--- config.mk ---
export PLATFORM = sky130hd
export DESIGN_NAME = clk_div_prog
export DESIGN_NICKNAME = d
export VERILOG_FILES = /design/src/rtl/clk_div_pkg.sv /design/src/rtl/div_shadow_reg.sv /design/src/rtl/clk_div_prog.sv
export SDC_FILE = /design/constraint.sdc
export NUM_CORES = 1
export LEC_CHECK = 0
export ABC_AREA = 1
export BUFFER_PORTS_ARGS = -buffer_cell sky130_fd_sc_hd__buf_4
export CORE_AREA = 2 2 154 156
export CTS_CLUSTER_SIZE = 10
export DETAILED_ROUTE_END_ITERATION = 7
export DIE_AREA = 0 0 156 158
export GPL_ROUTABILITY_DRIVEN = 0
export GPL_TIMING_DRIVEN = 0
export HOLD_SLACK_MARGIN = 0.05
export REMOVE_ABC_BUFFERS = 1
export SYNTH_ARGS = -nofsm -noshare
export SYNTH_HDL_FRONTEND = slang
export SYNTH_SLANG_ARGS = --single-unit
export TNS_END_PERCENT = 100
--- constraint.sdc ---
create_clock -name clk -period 7.9 [get_ports clk]
set_input_delay 1.58 -clock clk [delete_from_list [all_inputs] [get_ports clk]]
set_output_delay 1.58 -clock clk [all_outputs]
set_load 0.03 [all_outputs]
--- src/rtl/clk_div_pkg.sv ---
// Shared constants for the programmable clock-enable divider.
// Divisor presets assume the 100 MHz board clock.
package clk_div_pkg;

    localparam int CLK_HZ        = 100_000_000;
    localparam int DIV_MIN       = 2;
    localparam int CNT_W_DEFAULT = 27;

    localparam int DIV_1HZ     = CLK_HZ;
    localparam int DIV_1KHZ    = CLK_HZ / 1_000;
    localparam int DIV_REFRESH = CLK_HZ / 200;

endpackage

--- src/rtl/div_shadow_reg.sv ---
// Shadow register for the divisor: holds a pending value until the
// counter signals a safe point to switch, and rejects divisors below 2.
module div_shadow_reg
    import clk_div_pkg::*;
#(
    parameter int CNT_W       = CNT_W_DEFAULT,
    parameter int DEFAULT_DIV = DIV_1HZ
) (
    input  logic             clk,
    input  logic             rst,
    input  logic             apply_i,
    input  logic             div_wr_i,
    input  logic [CNT_W-1:0] div_in_i,
    output logic             div_busy_o,
    output logic             div_err_o,
    output logic [CNT_W-1:0] div_cur_o
);

    logic [CNT_W-1:0] pend_q, pend_d;
    logic [CNT_W-1:0] cur_q, cur_d;
    logic             busy_q, busy_d;
    logic             err_q, err_d;
    logic             wr_ok;

    assign wr_ok = div_wr_i & (div_in_i >= CNT_W'(DIV_MIN));

    always_comb begin
        pend_d = pend_q;
        cur_d  = cur_q;
        busy_d = busy_q;
        err_d  = div_wr_i & ~wr_ok;
        if (apply_i) begin
            // A write landing on the switch point bypasses the shadow.
            if (wr_ok) begin
                cur_d  = div_in_i;
                busy_d = 1'b0;
            end else if (busy_q) begin
                cur_d  = pend_q;
                busy_d = 1'b0;
            end
        end else if (wr_ok) begin
            pend_d = div_in_i;
            busy_d = 1'b1;
        end
    end

    always_ff @(posedge clk) begin
        if (rst) begin
            pend_q <= '0;
            cur_q  <= CNT_W'(DEFAULT_DIV);
            busy_q <= 1'b0;
            err_q  <= 1'b0;
        end else begin
            pend_q <= pend_d;
            cur_q  <= cur_d;
            busy_q <= busy_d;
            err_q  <= err_d;
        end
    end

    assign div_busy_o = busy_q;
    assign div_err_o  = err_q;
    assign div_cur_o  = cur_q;

endmodule

--- src/rtl/clk_div_prog.sv ---
// Runtime-programmable clock-enable divider: tick pulse, square-wave
// enable and a wrapping tick counter, all synchronous to clk.
module clk_div_prog
    import clk_div_pkg::*;
#(
    parameter int CNT_W       = CNT_W_DEFAULT,
    parameter int DEFAULT_DIV = DIV_1HZ,
    parameter int TC_W        = 8
) (
    input  logic             clk,
    input  logic             rst,
    input  logic             en,
    input  logic             clr,
    input  logic             div_wr,
    input  logic [CNT_W-1:0] div_in,
    output logic             div_busy,
    output logic             div_err,
    output logic [CNT_W-1:0] div_cur,
    output logic             tick,
    output logic             sq_out,
    output logic [TC_W-1:0]  tick_cnt
);

    logic [CNT_W-1:0] cnt_q, cnt_d;
    logic [TC_W-1:0]  tcnt_q, tcnt_d;
    logic             tick_q, tick_d;
    logic             sq_q, sq_d;
    logic             tc;
    logic             apply;

    // >= rather than == so a smaller divisor applied mid-pause still wraps.
    assign tc    = (cnt_q >= (div_cur - CNT_W'(1)));
    assign apply = clr | ~en | tc;

    div_shadow_reg #(
        .CNT_W       (CNT_W),
        .DEFAULT_DIV (DEFAULT_DIV)
    ) u_shadow (
        .clk        (clk),
        .rst        (rst),
        .apply_i    (apply),
        .div_wr_i   (div_wr),
        .div_in_i   (div_in),
        .div_busy_o (div_busy),
        .div_err_o  (div_err),
        .div_cur_o  (div_cur)
    );

    always_comb begin
        cnt_d  = cnt_q;
        tcnt_d = tcnt_q;
        tick_d = 1'b0;
        sq_d   = sq_q;
        if (clr) begin
            cnt_d  = '0;
            tcnt_d = '0;
            sq_d   = 1'b0;
        end else if (en) begin
            cnt_d  = tc ? '0 : cnt_q + CNT_W'(1);
            tick_d = tc;
            tcnt_d = tcnt_q + TC_W'(tc);
            sq_d   = (cnt_d >= (div_cur >> 1));
        end
    end

    always_ff @(posedge clk) begin
        if (rst) begin
            cnt_q  <= '0;
            tcnt_q <= '0;
            tick_q <= 1'b0;
            sq_q   <= 1'b0;
        end else begin
            cnt_q  <= cnt_d;
            tcnt_q <= tcnt_d;
            tick_q <= tick_d;
            sq_q   <= sq_d;
        end
    end

    assign tick     = tick_q;
    assign sq_out   = sq_q;
    assign tick_cnt = tcnt_q;

endmodule

# After elaboration in Yosys (flattened, before gate mapping)
# Index checks and enable logic that the tools add are counted.
[word_totals] ff_bits=93 in_bits=32 word_cells=30 output_inout_bits=39
[classes] reduce_logical=6 bitwise_logic=7 addsub=3 n_mux=3 order_cmp=3
[op_table] cell="$mux W27" n=3
[op_table] cell="$add A27 B1 Y27 const B" n=1
[op_table] cell="$ge A27 B2 Y1 const B" n=1
[op_table] cell="$ge A27 B26 Y1" n=1
[op_table] cell="$ge A27 B27 Y1" n=1
[op_table] cell="$sub A27 B1 Y27 const B" n=1
[op_table] cell="$add A8 B1 Y8" n=1
[op_table] cell="$reduce_and A2 Y1" n=2
[op_table] cell="$reduce_or A2 Y1" n=2
[op_table] cell="$not A1 Y1" n=3
[op_table] cell="$reduce_or A3 Y1" n=1
[op_table] cell="$and A1 B1 Y1" n=2
[op_table] cell="$or A1 B1 Y1" n=2
[op_table] cell="$reduce_bool A2 Y1" n=1

# Logic depth before layout (Yosys ltp)
[depth] depth_word=5 depth_mapped=36 depth_no_buf=35

# Cells and area by module
# Synthesis repeated with hierarchy kept, for this count alone.
[hier_totals] cells_unflattened=1064 hier_area_um2=6882.9
[by_module_without_submodules] module="clk_div_prog" n_inst=1 cells_per_inst=661 seq_area_each_um2=740.7 area_each_um2=4211.5
[by_module_without_submodules] module="div_shadow_reg" n_inst=1 cells_per_inst=403 seq_area_each_um2=1121.1 area_each_um2=2671.3

# Worst setup path before layout
# No wires, ideal clock.
[synth_timing] kind="reg2reg" startpoint="register u_shadow.cur_q[0], in the netlist u_shadow.div_cur_o[0]" endpoint="register sq_q, in the netlist sq_out" synth_period_minus_slack_ns=4.072 arrival_time_ns=4.008 path_buffers=1 required_ns=7.836 setup_ns=0.064 slack_ns=3.828 stages_incl_launch_ff=33 path_cell_list="dfxtp_1 > inv_1 > ha_1 > nand3_2 > nor2_1 > nand3_1 > nand3b_4 > nor2_2 > nand3_1 > xor2_1 > ha_1 > nand2_1 > nor2_1 > nand2_1 > nor3b_2 > nand2_1 > nand2_1 > nor2_4 > buf_2 > nand3_1 > inv_1 > ha_1 > nand2_1 > nor2_1 > and2_1 > nand2_1 > nand3_1 > nand2_1 > nand2_1 > nand2_1 > a21oi_1 > nor2_1 > nor2_1"
[synth_between] elab_chain_len=4
[synth_rtl] item="start, declared" line="div_shadow_reg.sv:20" source="logic [CNT_W-1:0] cur_q, cur_d;"
[synth_rtl] item="start signal, assigned" line="div_shadow_reg.sv:50" source="cur_q <= CNT_W'(DEFAULT_DIV);"
[synth_rtl] item="start signal, assigned" line="div_shadow_reg.sv:55" source="cur_q <= cur_d;"
[synth_rtl] item="$sub A27 B1 Y27" line="clk_div_prog.sv:32" source="assign tc = (cnt_q >= (div_cur - CNT_W'(1)));"
[synth_rtl] item="$ge A27 B27 Y1" line="clk_div_prog.sv:32"
[synth_rtl] item="$mux W27" line="clk_div_prog.sv:59" source="cnt_d = tc ? '0 : cnt_q + CNT_W'(1);"
[synth_rtl] item="$ge A27 B26 Y1" line="clk_div_prog.sv:62" source="sq_d = (cnt_d >= (div_cur >> 1));"
[synth_rtl] item="end signal, assigned" line="clk_div_prog.sv:76" source="sq_q <= sq_d;"
[synth_rtl] item="end, declared" line="clk_div_prog.sv:27" source="logic sq_q, sq_d;"
# No other way between the ends.
# A chain may end at the register's enable or synchronous reset.

# Worst setup path after layout
# Ends and elaborated chain as after synthesis.

==> out/qor.tcl <==
set qor(run_status) {completed}
set qor(critical-path-slowest-cell) {nor2_4}
set qor(post-route-period-util) 0.683
set qor(worst_skew_pair.late_latency_ns) 0.35
set qor(grt_pass1_vias) 6091
set qor(post-dp-hpwl_um) 14700
set qor(cts-htree-levels) 3
set qor(synth.area.top_cells) {dfxtp_1 (28%), nand2_1 (16%), ha_1 (11%)}
set qor(timing.final.ws_setup_ns) 2.51
set qor(postSynthAreaPerCell_um2) 6.33
set qor(normalized_max_slew_margin) 0.146
set qor(power_density_mw_per_mm2) 152
set qor(die_boundary_width_um) 156
set qor(worst_slew_pin_slew_ns) 1.28
set qor(grt_max_degree) 45
set qor(post_drt_via_cell_ratio) 4.60
set qor(cts_made_buffers) 9
set qor(arrival_ns) 5.63
set qor(grt_usage) 0.160
set qor(proportion_of_synthesized_chip_area_in_sequential_cells) 0.276
set qor(yosys_warning_count) 0
set qor(cts.path.max_buffers) 2
set qor(detailed_place.area_mm2) 0.00753
set qor(die-area_mm2) 0.0246
set qor(synth.most_common_cell) {nand2_1}
set qor(timing.critical_path.slowest_cell_delay_ns) 0.74
set qor(antenna_found_initial) 0
set qor(vdd_drop_max_v) 0.000106
set qor(main_flop_type_after_synthesis) {dfxtp_1}
set qor(clkSinkCount) 93
set qor(layout_stage_area_growth_over_the_synthesis_result_pct) 15.8
set qor(synthTopCellsByCount) {nand2_1 (293), nor2_1 (164), inv_1 (161), dfxtp_1 (93), nand3_1 (61)}
set qor(number_of_post_cts_setup_repair_buffers) 0
set qor(synth_cell_area_mm2) 0.00675
set qor(setup_total_negative_slack_ns) 0
set qor(dr_total_vias) 6491
set qor(placement.setup.worst_slack_ns) 2.49
set qor(remaining_drc_errors) 0
set qor(power.total_mw) 1.19
set qor(core-area_mm2) 0.0231
set qor(placement_rows) 56
set qor(multi_input_area_mm2) 0.00412
set qor(post_cts.resized_instances) 0
set qor(final_cell_area_mm2) 0.00782
set qor(io_buffers) 70
set qor(synth_async_sr_flop_share) 0
set qor(drv_cap) 0
set qor(synth_area_leader_cell) {dfxtp_1}
set qor(cp_max_fo) 36
set qor(design.final.nets) 1208
set qor(wl_um) 19000
set qor(clock_skew_ns) 0.0113
set qor(route.detailed.wl_per_inst_um) 13.5
set qor(final_layout_size_suffix_gt1_frac) 0.102
set qor(cts_tree) {yes}
set qor(final_core_util) 0.339
set qor(cell_type_with_the_highest_occurrence_count_on_the_critical_path) {nand2_1}
set qor(register_area_mm2) 0.00186
set qor(path_clk_slew_ns) 0.07
set qor(number_of_synthesized_flops_with_an_enable_pin) 0
set qor(start_kind) {flip-flop}
set qor(fill_cells) 2475
set qor(final_number_of_hold_violating_endpoints) 0
set qor(hold_path_class) {flip-flop to flip-flop}
set qor(diodes) 0
set qor(ant_nets) 0
set qor(floorplan.initialDensity) 0.293
set qor(num_io_pins) 71
set qor(fin_crit_ns) 5.39
set qor(drt-initial-drc-count) 471
set qor(yosys_register_bits) 93
set qor(finalMaxSlewViolations) 0
set qor(setup_repair_after_global_routing_missed_its_margin) {no}
set qor(cts-hold-fix-buffers) 0
set qor(grt_remaining_overflow) 0
set qor(synth_cells) 1066
set qor(timing_worst_setup_path_type) {flip-flop to flip-flop}
set qor(required_ns) 8.14
set qor(die_height_um) 158
set qor(max_freq_mhz) 185
set qor(synth.distinct_cells) 41
set qor(pleak_nw) 4.07
set qor(crit_path_end_kind) {flip-flop}
set qor(first_pass_grt_wire_length_um) 31200
set qor(dr.pass1.iters) 5
set qor(synth_largest_type_area_fraction) 0.276
set qor(finalSetupViolations) 0
set qor(clockRootBuffer) {clkbuf_16}
==> kinds of logic after synthesis <==
logic type                 share of synthesized area
adders and majority gates                      0.106
buffers and inverters                          0.115
xor gates and xnor gates                      0.0519
AOI/OAI and AO/OA                             0.0747
DFF                                            0.276
and+or+nand+nor                                0.377
==> cell usage in the layout, fill, tap and decap left out, drive strengths merged, types with 2 or more instances in the layout <==
| cell | instances |
|---|---|
| xor2 | 38 |
| dfxtp | 93 |
| nor4 | 3 |
| nand4 | 23 |
| clkinvlp | 3 |
| o22ai | 15 |
| nor3 | 16 |
| a21o | 3 |
| buf | 73 |
| nor2 | 177 |
| xnor2 | 2 |
| clkbuf | 9 |
| o21ai | 44 |
| nand3b | 3 |
| a31oi | 2 |
| nand2 | 297 |
| nor3b | 2 |
| a21oi | 23 |
| ha | 57 |
| a22o | 2 |
| nand3 | 66 |
| inv | 164 |
==> report_power, final <==
part           switching (mW)  total, mW  internal [mW]  leakage (nW)
logic                   0.152      0.235         0.0838          3.18
clock network           0.200      0.444          0.243         0.130
registers              0.0214      0.510          0.489         0.760
==> flip-flops by register name (all words and copies together) (netlist names) <==
register             cells
tick_cnt                 8
u_shadow.div_cur_o      27
u_shadow.pend_q         27
u_shadow.div_busy_o      1
u_shadow.div_err_o       1
cnt_q                   27
sq_out                   1
tick                     1
==> worst max-delay path, delay by kind of cell (launching register included) <==
kind | cells | cell delay [ns]
simple gates | 24 | 3.54
fa+ha+maj | 3 | 0.76
buf+inv | 3 | 0.39
flops | 1 | 0.32
xor+xnor | 1 | 0.18
compound gates | 1 | 0.08
==> metal layers <==
metal	vias to the layer above	routed length [um]	track usage
li1	3448	-	-
met1	2900	9200	0.215
met2	114	8620	0.260
met3	29	684	0.0246
met4	0	522	0.0607
met5	-	0	0
==> through the flow <==
stage                     hold slack, ns  instances
after floorplan                    0.478       1035
after global placement             0.455       1395
after detailed placement           0.486       1398
after CTS                          0.496       1412
after global routing               0.540       1412
final                              0.487       1412
==> final cells by class <==
cell class,instances,share of cell area
multi-input combinational,778,0.526
sequential,93,0.238
inverter,164,0.0787
timing repair buffer,73,0.0736
tap,290,0.0464
clock buffer,9,0.0288
clock inverter,5,0.00784
==> final timing paths <==
check,from,to,slack (ns),cells past startpoint
min,tick_cnt[7],tick_cnt[7],0.49,2
min reg2reg,tick_cnt[7],tick_cnt[7],0.49,2
max reg2reg,u_shadow.div_cur_o[0],sq_out,2.51,32
max,u_shadow.div_cur_o[0],sq_out,2.51,32
Note: power is estimated with default switching activity, not from simulation.
